[src/rtl/config_loader_pkg.sv]
// Shared definitions for the configuration loader slice.
//   SYNC_BYTE  : frame delimiter searched for in the serial stream
//   WORD_WIDTH : default tile configuration word width
//   CKS_WIDTH  : width of the trailing frame checksum
//   state_t    : loader state enumeration
//   idx_width  : index width helper that never returns zero
package config_pkg;

    localparam logic [7:0]  SYNC_BYTE  = 8'hA5;
    localparam int unsigned WORD_WIDTH = 16;
    localparam int unsigned CKS_WIDTH  = 8;

    typedef enum logic [2:0] {
        IDLE,
        SYNC,
        LOAD,
        CHECKSUM,
        COMMIT,
        ERROR
    } state_t;

    function automatic int unsigned idx_width(input int unsigned n);
        return (n > 1) ? $clog2(n) : 1;
    endfunction

endpackage

[src/rtl/config_loader_if.sv]
// Serial-in / broadcast-out bus of the configuration loader.
//   start, bit_in, bit_valid         : frame source -> loader
//   bit_ready                        : loader accepts bit_in this cycle
//   config_data, config_enable       : word broadcast and one-hot tile strobe
//   busy, done, error                : loader status
// master = frame source / tile side, slave = loader.
interface config_loader_if #(
    parameter int unsigned NUM_TILES  = 4,
    parameter int unsigned WORD_WIDTH = 16
);

    logic                  start;
    logic                  bit_in;
    logic                  bit_valid;
    logic                  bit_ready;
    logic [WORD_WIDTH-1:0] config_data;
    logic [NUM_TILES-1:0]  config_enable;
    logic                  busy;
    logic                  done;
    logic                  error;

    modport master (
        output start, bit_in, bit_valid,
        input  bit_ready, config_data, config_enable, busy, done, error
    );

    modport slave (
        input  start, bit_in, bit_valid,
        output bit_ready, config_data, config_enable, busy, done, error
    );

endinterface

[src/rtl/xor_checksum_acc.sv]
// Assembles payload bits (MSB first) into bytes and XORs each completed
// byte into a running checksum.
//   clk, rst : clock, asynchronous active-high reset
//   clear    : restart assembly and zero the checksum
//   bit_en   : bit_in is a payload bit this cycle
//   bit_in   : serial payload bit
//   checksum : XOR of all completed bytes since the last clear
module xor_checksum_acc
    import config_pkg::*;
(
    input  logic                 clk,
    input  logic                 rst,
    input  logic                 clear,
    input  logic                 bit_en,
    input  logic                 bit_in,
    output logic [CKS_WIDTH-1:0] checksum
);

    logic [CKS_WIDTH-2:0] byte_sr;
    logic [2:0]           bit_cnt;

    always_ff @(posedge clk or posedge rst) begin
        if (rst) begin
            byte_sr  <= '0;
            bit_cnt  <= '0;
            checksum <= '0;
        end else if (clear) begin
            byte_sr  <= '0;
            bit_cnt  <= '0;
            checksum <= '0;
        end else if (bit_en) begin
            byte_sr <= {byte_sr[CKS_WIDTH-3:0], bit_in};
            bit_cnt <= bit_cnt + 3'd1;
            if (bit_cnt == 3'd7) begin
                checksum <= checksum ^ {byte_sr, bit_in};
            end
        end
    end

endmodule

[src/rtl/config_loader.sv]
// Serial configuration loader. Hunts for the sync byte, shifts in NUM_TILES
// payload words MSB first, checks the trailing XOR checksum and, only on a
// match, broadcasts the buffered words to the tiles one per cycle.
//   clk, rst : clock, asynchronous active-high reset
//   bus      : config_loader_if slave (serial input, broadcast output, status)
module config_loader #(
    parameter int unsigned NUM_TILES  = 4,
    parameter int unsigned WORD_WIDTH = config_pkg::WORD_WIDTH
) (
    input  logic            clk,
    input  logic            rst,
    config_loader_if.slave  bus
);

    import config_pkg::*;

    localparam int unsigned      IDX_W        = idx_width(NUM_TILES);
    localparam int unsigned      CNT_W        = idx_width(WORD_WIDTH);
    localparam logic [IDX_W-1:0] LAST_IDX     = IDX_W'(NUM_TILES - 1);
    localparam logic [CNT_W-1:0] LAST_BIT     = CNT_W'(WORD_WIDTH - 1);
    localparam logic [CNT_W-1:0] LAST_CKS_BIT = CNT_W'(CKS_WIDTH - 1);

    state_t                 state;
    state_t                 state_next;

    logic [7:0]             window;
    logic [WORD_WIDTH-2:0]  word_sr;
    logic [CNT_W-1:0]       bit_cnt;
    logic [IDX_W-1:0]       word_idx;
    logic [IDX_W-1:0]       commit_idx;
    logic [WORD_WIDTH-1:0]  buffer [NUM_TILES];
    logic                   done_r;
    logic                   error_r;
    logic [CKS_WIDTH-1:0]   checksum_acc;

    logic                   ready;
    logic                   xfer;
    logic [7:0]             window_shift;
    logic [WORD_WIDTH-1:0]  word_full;

    logic                   busy_c;
    logic [NUM_TILES-1:0]   enable_c;
    logic [WORD_WIDTH-1:0]  data_c;
    logic                   start_take;
    logic                   acc_en;
    logic                   word_store;
    logic                   cks_fail;

    assign ready        = (state == SYNC) || (state == LOAD) || (state == CHECKSUM);
    assign xfer         = bus.bit_valid && ready;
    assign window_shift = {window[6:0], bus.bit_in};
    assign word_full    = {word_sr, bus.bit_in};

    xor_checksum_acc u_cks (
        .clk      (clk),
        .rst      (rst),
        .clear    (start_take),
        .bit_en   (acc_en),
        .bit_in   (bus.bit_in),
        .checksum (checksum_acc)
    );

    always_ff @(posedge clk or posedge rst) begin
        if (rst) begin
            state <= IDLE;
        end else begin
            state <= state_next;
        end
    end

    always_comb begin
        state_next = state;
        busy_c     = 1'b1;
        enable_c   = '0;
        data_c     = '0;
        start_take = 1'b0;
        acc_en     = 1'b0;
        word_store = 1'b0;
        cks_fail   = 1'b0;
        case (state)
            IDLE: begin
                busy_c = 1'b0;
                if (bus.start) begin
                    start_take = 1'b1;
                    state_next = SYNC;
                end
            end
            SYNC: begin
                if (xfer && (window_shift == SYNC_BYTE)) begin
                    state_next = LOAD;
                end
            end
            LOAD: begin
                if (xfer) begin
                    acc_en = 1'b1;
                    if (bit_cnt == LAST_BIT) begin
                        word_store = 1'b1;
                        if (word_idx == LAST_IDX) begin
                            state_next = CHECKSUM;
                        end
                    end
                end
            end
            CHECKSUM: begin
                // The last payload byte landed in the accumulator at least
                // eight accepted bits ago, so checksum_acc is final here.
                if (xfer && (bit_cnt == LAST_CKS_BIT)) begin
                    if (window_shift == checksum_acc) begin
                        state_next = COMMIT;
                    end else begin
                        state_next = ERROR;
                        cks_fail   = 1'b1;
                    end
                end
            end
            COMMIT: begin
                enable_c = NUM_TILES'(1) << commit_idx;
                data_c   = buffer[commit_idx];
                if (commit_idx == LAST_IDX) begin
                    state_next = IDLE;
                end
            end
            ERROR: begin
                state_next = IDLE;
            end
            default: begin
                state_next = IDLE;
            end
        endcase
    end

    always_ff @(posedge clk or posedge rst) begin
        if (rst) begin
            window     <= '0;
            word_sr    <= '0;
            bit_cnt    <= '0;
            word_idx   <= '0;
            commit_idx <= '0;
            done_r     <= 1'b0;
            error_r    <= 1'b0;
        end else begin
            done_r <= (state == COMMIT) && (commit_idx == LAST_IDX);
            if (start_take) begin
                window     <= '0;
                bit_cnt    <= '0;
                word_idx   <= '0;
                commit_idx <= '0;
                error_r    <= 1'b0;
            end
            if (cks_fail) begin
                error_r <= 1'b1;
            end
            case (state)
                SYNC: begin
                    if (xfer) begin
                        window <= window_shift;
                    end
                end
                LOAD: begin
                    if (xfer) begin
                        word_sr <= word_full[WORD_WIDTH-2:0];
                        if (word_store) begin
                            bit_cnt  <= '0;
                            word_idx <= word_idx + IDX_W'(1);
                        end else begin
                            bit_cnt <= bit_cnt + CNT_W'(1);
                        end
                    end
                end
                CHECKSUM: begin
                    // The window is reused to collect the received checksum.
                    if (xfer) begin
                        window  <= window_shift;
                        bit_cnt <= bit_cnt + CNT_W'(1);
                    end
                end
                COMMIT: begin
                    commit_idx <= (commit_idx == LAST_IDX) ? '0 : commit_idx + IDX_W'(1);
                end
                default: begin
                end
            endcase
        end
    end

    // Buffer contents are don't-care after reset, so no reset term.
    always_ff @(posedge clk) begin
        if (word_store) begin
            buffer[word_idx] <= word_full;
        end
    end

    assign bus.bit_ready     = ready;
    assign bus.config_enable = enable_c;
    assign bus.config_data   = data_c;
    assign bus.busy          = busy_c;
    assign bus.done          = done_r;
    assign bus.error         = error_r;

endmodule

[src/flat_wrapper.sv]
// flat-port wrapper written by rule: the top's interface ports become plain ports
module config_loader_flat import config_pkg::*;
#(
    parameter int unsigned NUM_TILES  = 4,
    parameter int unsigned WORD_WIDTH = config_pkg::WORD_WIDTH
)
  (clk, rst, bus_start, bus_bit_in, bus_bit_valid, bus_bit_ready, bus_config_data, bus_config_enable, bus_busy, bus_done, bus_error);
  config_loader_if #(.NUM_TILES(NUM_TILES), .WORD_WIDTH(WORD_WIDTH)) bus_i ();
  input  logic clk;
  input  logic rst;
  input wire logic [$bits(bus_i.start)-1:0] bus_start;
  input wire logic [$bits(bus_i.bit_in)-1:0] bus_bit_in;
  input wire logic [$bits(bus_i.bit_valid)-1:0] bus_bit_valid;
  output wire logic [$bits(bus_i.bit_ready)-1:0] bus_bit_ready;
  output wire logic [$bits(bus_i.config_data)-1:0] bus_config_data;
  output wire logic [$bits(bus_i.config_enable)-1:0] bus_config_enable;
  output wire logic [$bits(bus_i.busy)-1:0] bus_busy;
  output wire logic [$bits(bus_i.done)-1:0] bus_done;
  output wire logic [$bits(bus_i.error)-1:0] bus_error;
  assign bus_i.start = bus_start;
  assign bus_i.bit_in = bus_bit_in;
  assign bus_i.bit_valid = bus_bit_valid;
  assign bus_bit_ready = bus_i.bit_ready;
  assign bus_config_data = bus_i.config_data;
  assign bus_config_enable = bus_i.config_enable;
  assign bus_busy = bus_i.busy;
  assign bus_done = bus_i.done;
  assign bus_error = bus_i.error;
  config_loader #(.NUM_TILES(NUM_TILES), .WORD_WIDTH(WORD_WIDTH)) u_core (.clk(clk), .rst(rst), .bus(bus_i));
endmodule
[config.mk]
export PLATFORM = sky130hd
export DESIGN_NAME = config_loader_flat
export DESIGN_NICKNAME = d
export VERILOG_FILES = /design/src/rtl/config_loader_pkg.sv /design/src/rtl/config_loader_if.sv /design/src/rtl/xor_checksum_acc.sv /design/src/rtl/config_loader.sv /design/src/flat_wrapper.sv
export SDC_FILE = /design/constraint.sdc
export NUM_CORES = 1
export LEC_CHECK = 0
export ABC_AREA = 0
export CAP_MARGIN = 15
export CELL_PAD_IN_SITES_DETAIL_PLACEMENT = 0
export CELL_PAD_IN_SITES_GLOBAL_PLACEMENT = 2
export CORE_AREA = 2 2 102 128
export CTS_CLUSTER_DIAMETER = 200
export DETAILED_ROUTE_END_ITERATION = 8
export DIE_AREA = 0 0 104 130
export GPL_TIMING_DRIVEN = 0
export PLACE_DENSITY_LB_ADDON = 0.1
export SLEW_MARGIN = 0
export SYNTH_ARGS = -nofsm -noshare
export SYNTH_HDL_FRONTEND = slang
export SYNTH_SLANG_ARGS = --single-unit
[constraint.sdc]
create_clock -name clk -period 3.4 [get_ports clk]
set_input_delay 0.68 -clock clk [delete_from_list [all_inputs] [get_ports clk]]
set_output_delay 0.68 -clock clk [all_outputs]
set_load 0.05 [all_outputs]
==> results of run 1 <==
==> power groups by stage <==
stage | registers (mW) | logic [mW] | clock network (mW)
after global routing | 1.54 | 0.158 | 1.85
after global placement | 1.57 | 0.139 | 0
after detailed placement | 1.57 | 0.144 | 0
after CTS | 1.54 | 0.145 | 1.78
after floorplan | 1.56 | 0.0999 | 0
final | 1.54 | 0.141 | 1.75
==> worst paths after layout <==
check | from | to | depth (start not counted)
min in group asynchronous | rst | u_core.u_cks.checksum[7] | 2
max reg2reg | u_core.state[2] | u_core.buffer[3][6] | 5
max in group asynchronous | rst | u_core.word_sr[13] | 3
min | u_core.bus.error | u_core.bus.error | 2
max | u_core.commit_idx[1] | bus_config_data[11] | 5
min reg2reg | u_core.bus.error | u_core.bus.error | 2
==> worst min-delay path, delay by kind of cell, from the launching register on <==
family          cells  cell delay, ns
compound gates      1            0.06
flops               1            0.34
simple gates        1            0.05
==> cell families after synthesis <==
logic type	count (synthesis)
simple gates	164
flops	117
buf+inv	34
compound gates	28
mux	20
xor+xnor	15
fa+ha+maj	11
==> metal layers <==
| metal | vias up | part of all wire (%) |
|---|---|---|
| li1 | 1501 | - |
| met5 | - | 0 |
| met3 | 9 | 2.7 |
| met4 | 0 | 0.86 |
| met2 | 51 | 53 |
| met1 | 1529 | 43 |
==> through the flow <==
stage          worst slack, ns  util, %  setup TNS [ns]  hold slack, ns
6_report                 0.106     50.1               0           0.480
5_1_grt                0.00272     50.1               0           0.500
4_1_cts                 0.0209     50.0               0           0.484
3_5_place_dp             0.254     45.2               0           0.468
3_3_place_gp             -1.54     44.8          -24.59           0.479
2_1_floorplan            0.452        -               0           0.454
==> area by class of cell <==
class                           instances  share of cell area (%)
Inverter                                9                   0.543
Clock buffer                           18                    7.06
Clock inverter                         14                    2.45
Tap cell                              168                    3.38
Sequential cell                       117                    52.2
Timing Repair Buffer                   32                    5.39
Multi-Input combinational cell        238                    26.4
Buffer                                 25                    2.61
==> cell usage in the layout (no fill, tap or decap), types with 2 or more instances in the layout <==
cell	instances
bufinv_16	2
inv_1	5
clkbuf_16	17
o31ai_1	2
nor2_1	11
dfrtp_1	53
and2_1	2
inv_2	4
nand2_1	86
o211ai_1	2
a21oi_1	7
nor4bb_1	2
xor2_1	7
xnor2_1	8
and3_1	24
mux2_2	2
nand4_1	5
clkbuf_1	3
buf_6	3
clkbuf_2	5
clkdlybuf4s50_1	23
a22o_1	2
nor2_2	3
dlymetal6s2s_1	5
mux2i_1	2
clkinvlp_4	4
mux4_2	16
inv_6	2
buf_2	10
buf_4	6
nand3_1	21
edfxtp_1	64
o21ai_1	8
clkinv_2	2
buf_12	2
nand3_2	2
clkinv_4	4
ha_1	11
==> repair_timing <==
item / CTS / global route
hold endpoints to repair: 0 / 0
gates resized for setup: 4 / 7
setup buffers: 0 / 0
setup endpoints to repair: 19 / 14
hold buffers: 0 / 0
==> registers in the layout, indices dropped and copies added (netlist names), 2 cells and up <==
signal and flops:
u_core.bit_cnt 4, u_core.state 3, u_core.u_cks.bit_cnt 3, u_core.word_idx 2
u_core.u_cks.byte_sr 7, u_core.word_sr 15, u_core.buffer 64, u_core.u_cks.checksum 8
u_core.commit_idx 2, u_core.window 7
==> out/metrics.yaml, run 1 <==
clock_tree:
  htree_levels: 4
  cts_max_path_buffers: 2
  clkSlewWorstSetupHoldPaths_ns: 0.06
  cts_root_buf: "clkbuf_16"
  cts_buffers: 17
  cts_sinks: 117
  clock_latency_ns: 0.41
  cts_tree: "done"
floorplanning:
  dieArea_um2: 13500
  initial_core_util_pct: 40.8
  core_um2: 12400
  ios: 29
  die_x_um: 104
  die_h_um: 130
  rows: 46
grt:
  gr-usage-met1_pct: 20.3
  antenna_found_initial: 0
  grtUsageTotal_pct: 17.3
  grt_pass1_wl_um: 17400
  grt_max_degree: 33
  grt_overflow: 0
  grt_use_met2_pct: 30.8
  grt_pass1_vias: 3218
  top_usage_layer: "met2"
  use_met3_pct: 4.65
setup_path:
  cp-start-kind: "flop"
  path_cells: "buf_2, buf_2, mux4_2, and3_1, clkdlybuf4s50_1"
  max_stage_delay_ns: 0.69
  path_class: "flop to output port"
  cp.buffers_inverters: 3
  crit_path_frequent_cell: "buf_2"
  crit_fanout: 10
  slowest_stage: "clkdlybuf4s50_1"
  rrSetupSlack_ns: 1.17
  end_kind: "output port"
  worstPathArrival_ns: 2.61
  path_delay_family: "buffers and inverters"
  worstPathRequired_ns: 2.72
routing:
  initialDrtViolationCount: 98
  wirelength_um: 10600
  drt-vias-per-instance: 4.98
  drt_pass1_iterations: 6
  wire_per_inst_um: 17.0
  num_vias: 3090
  drc: 0
  ant_nets: 0
sta:
  skew_ns: 0.00605
  maxSlewHeadroom_pct: 41.0
  setup_viol: 0
  layout_worst_path_cycle_share_pct: 96.9
  hold_violations: 0
  min_period_ns: 3.29
  final_max_slew_viol_count: 0
  worstMarginPinSlew_ns: 0.884
  fmax_mhz: 304
  rsz0062_at_grt: "false"
logic_synthesis:
  ys_warn_count: 0
  synthMuxAreaShare_pct: 7.94
  async_reset_ff_share_pct: 45.3
  synth_simple_gate_area_share_pct: 15.6
  yosysMostFrequentCell: "nand2_1"
  syn_area_per_cell_um2: 13.0
  synth_xor_area_share_pct: 2.59
  synthTopCellsByCount: "nand2_1, edfxtp_1, dfrtp_1, and3_1, nand3_1"
  synth_flop_cell: "edfxtp_1"
  netlist.area_leader.share_pct: 37.9
  synth-adder-area-share_pct: 2.71
  synth_edf_count: 64
  synthCells: 389
  synth_cell_types: 43
  synth-compound-area-share_pct: 3.45
  synth_top_family_by_area: "simple AND/OR/NAND/NOR gates"
  synth-seq-cells: 117
  syn_nets: 405
  syn_area_um2: 5070
  ys_seq_area_share_pct: 64.0
  synth_largest_area_cell: "edfxtp_1"
  synth_area_leaders: "edfxtp_1, dfrtp_1, mux4_2"
layout:
  area_growth_pct: 22.7
  fin_cells: 621
  diodes: 0
  fin_nets: 456
  fin_area_um2: 6220
  regArea_um2: 3250
  final_layout_size_suffix_gt1_share_pct: 19.2
  fillers: 1137
  multi_input_area_um2: 1640
power:
  total_power_mw: 3.43
  clockPowerShare_pct: 51.0
  ir_drop_v: 0.000350
  power_frac_seq_pct: 44.9
  p_comb_share_pct: 4.1
  power_density_nw_per_um2: 551
  power.internal_mw: 2.67
  switching_share_pct: 22.2
  power.leakage_nw: 2.74
  power.switching_mw: 0.760
placement:
  gp_congestion: 0.738
  dpl.cell_count: 589
  numPortBuffers: 28
  dp_hpwl_um: 7120
  dpl-instance-area_um2: 5610
flow_run:
  max-cap-violations: 0
hold_path:
  hold_path.class: "flop to flop"
outcome:
  run_status: "complete, no violations"
Note: power is estimated with default switching activity, not from simulation.
==> run 2, diff against run 1 <==
SLEW_MARGIN = 20   (was 0)
clock period = 3.7 ns   (was 3.4 ns; I/O delays follow)
==> run 2 against run 1 <==
Design area is 0.10% lower; largest cell class unchanged; core utilization is 0.050 points lower; count of clock-buffer cells in the layout stayed put; flip-flop and latch count stayed put.
==> out/metrics.yaml, run 2 (synthesis gave the netlist of run 1 again) <==
grt:
  antenna_found_initial: 0
  grt_pass1_vias: 3178
  grt_max_degree: 45
  grtUsageTotal_pct: 17.1
  grt_overflow: 0
  grt_pass1_wl_um: 17300
placement:
  gp_congestion: 0.738
  dp_hpwl_um: 7050
  numPortBuffers: 28
  dpl-instance-area_um2: 5620
hold_path:
  hold_path.class: "flop to flop"
  hold_start: "u_core.bus.error"
  min_to: "u_core.bus.error"
  min_path_cells: 2
setup_path:
  reg2reg_to: "u_core.buffer[2][0]"
  worstPathRequired_ns: 2.96
  path_delay_family: "buffers and inverters"
  timing.rr.start: "u_core.state[0]"
  ff2ff_path_depth: 5
  worstPathArrival_ns: 2.73
  path_cells: "buf_4, nor2_1, clkbuf_1, and3_1, clkdlybuf4s50_1"
  max_stage_delay_ns: 0.80
  rrSetupSlack_ns: 1.47
  cp-start-kind: "flop"
  end_kind: "output port"
  path_class: "flop to output port"
  cp.buffers_inverters: 3
  crit_fanout: 10
  slowest_stage: "clkdlybuf4s50_1"
routing:
  wirelength_um: 10500
  drt_pass1_iterations: 4
  num_vias: 3097
  wire_per_inst_um: 16.9
  drc: 0
  ant_nets: 0
  drt-vias-per-instance: 4.99
  initialDrtViolationCount: 128
clock_tree:
  post_cts_buffers: 0
  cts_buffers: 17
  htree_levels: 4
  cts_root_buf: "clkbuf_16"
  clkSlewWorstSetupHoldPaths_ns: 0.06
  cts_sinks: 117
  clock_latency_ns: 0.41
  cts_tree: "done"
  cts_max_path_buffers: 2
power:
  p_comb_share_pct: 4.1
  clockPowerShare_pct: 51.0
  switching_share_pct: 22.1
  power.internal_mw: 2.45
  ir_drop_v: 0.000314
  power_frac_seq_pct: 44.9
  power.leakage_nw: 2.64
  power.switching_mw: 0.695
  power_density_nw_per_um2: 506
layout:
  area_growth_pct: 22.5
  fin_area_um2: 6220
  fin_nets: 456
  largest_register_ffs: 64
  diodes: 0
  top_register: "u_core.buffer"
  largestRegisters: "u_core.buffer: 64 flops, u_core.word_sr: 15 flops, u_core.u_cks.checksum: 8 flops"
  final_layout_size_suffix_gt1_share_pct: 18.5
  final_cell_mix: "nand2_1, edfxtp_1, dfrtp_1"
  layout_commonest_cell: "nand2_1"
floorplanning:
  dieArea_um2: 13500
  ios: 29
  die_h_um: 130
  rows: 46
  core_um2: 12400
  die_x_um: 104
  initial_core_util_pct: 40.8
sta:
  maxSlewHeadroom_pct: 40.3
  fmax_mhz: 288
  hold_violations: 0
  layout_worst_path_cycle_share_pct: 93.9
  worstMarginPinSlew_ns: 0.895
  min_period_ns: 3.47
  rsz0062_at_grt: "false"
  final_max_slew_viol_count: 0
  setup_viol: 0
  skew_ns: 0.0102
  finalSetupTns_ns: 0
flow_run:
  max-cap-violations: 0
outcome:
  run_status: "complete, no violations"
[run 2: changes by cell type in the layout (fill, tap and decap cells not counted), sizes merged]
| cell | delta |
|---|---|
| clkdlybuf4s50 | +5 |
| dlymetal6s2s | -5 |
[run 2: what timing repair did]
| item | CTS | global route |
|---|---|---|
| hold buffers | 0 | 0 |
| resized for setup | 0 | 4 |
| endpoints found under the setup margin | 0 | 9 |
| endpoints found under the hold margin | 0 | 0 |
[run 2: how the worst max path moves through the flow]
| stage | start | to | slack (ns) | depth (start not counted) |
|---|---|---|---|---|
| final | u_core.state[1] | bus_config_data[15] | 0.23 | 5 |
| after global routing | u_core.state[1] | bus_config_data[15] | 0.07 | 5 |
| after CTS | u_core.state[2] | bus_config_data[14] | 0.06 | 4 |
| after detailed placement | u_core.state[2] | bus_config_data[13] | 0.50 | 4 |
| after global placement | bus_bit_valid | u_core.buffer[3][3] | -1.30 | 4 |
| after floorplan | bus_bit_valid | u_core.buffer[3][0] | 0.69 | 3 |
[run 2: layout make-up]
cell class	count	area, um^2
sequential	117	3250
fill	1148	6210
clock buffer	18	439
inverter	9	36.3
multi-input combinational	238	1640
clock inverter	14	153
timing repair buffer	32	330
buffer	25	159
tap	168	210
[run 2: routing by layer]
layer  share of wire, %  GRT usage [%]
met5                  0              0
met4                1.1           5.48
met3                3.7           5.04
met2                 52           29.7
met1                 43           20.7
[run 2: power by group through the flow]
| stage | logic [mW] | registers (mW) | clock network [mW] |
|---|---|---|---|
| after floorplan | 0.0918 | 1.43 | 0 |
| after global routing | 0.147 | 1.42 | 1.69 |
| final | 0.130 | 1.41 | 1.60 |
| after CTS | 0.134 | 1.41 | 1.63 |
| after global placement | 0.128 | 1.44 | 0 |
| after detailed placement | 0.133 | 1.44 | 0 |
[run 2: worst reg2reg max path: stages, from the launching register on]
cell      delay, ns
dfrtp_1        0.37
buf_6          0.14
and4bb_1       0.27
buf_4          0.15
buf_6          0.15
and3_1         0.76
[run 2: metrics by stage]
stage | setup slack [ns] | util (%) | instances | hold WS (ns) | power (mW)
2_1_floorplan | 0.692 | - | 389 | 0.454 | 1.53
3_3_place_gp | -1.30 | 44.8 | 585 | 0.479 | 1.57
3_5_place_dp | 0.503 | 45.2 | 589 | 0.468 | 1.57
4_1_cts | 0.0642 | 50.0 | 621 | 0.484 | 3.18
5_1_grt | 0.0721 | 50.0 | 621 | 0.500 | 3.26
6_report | 0.227 | 50.0 | 621 | 0.483 | 3.15
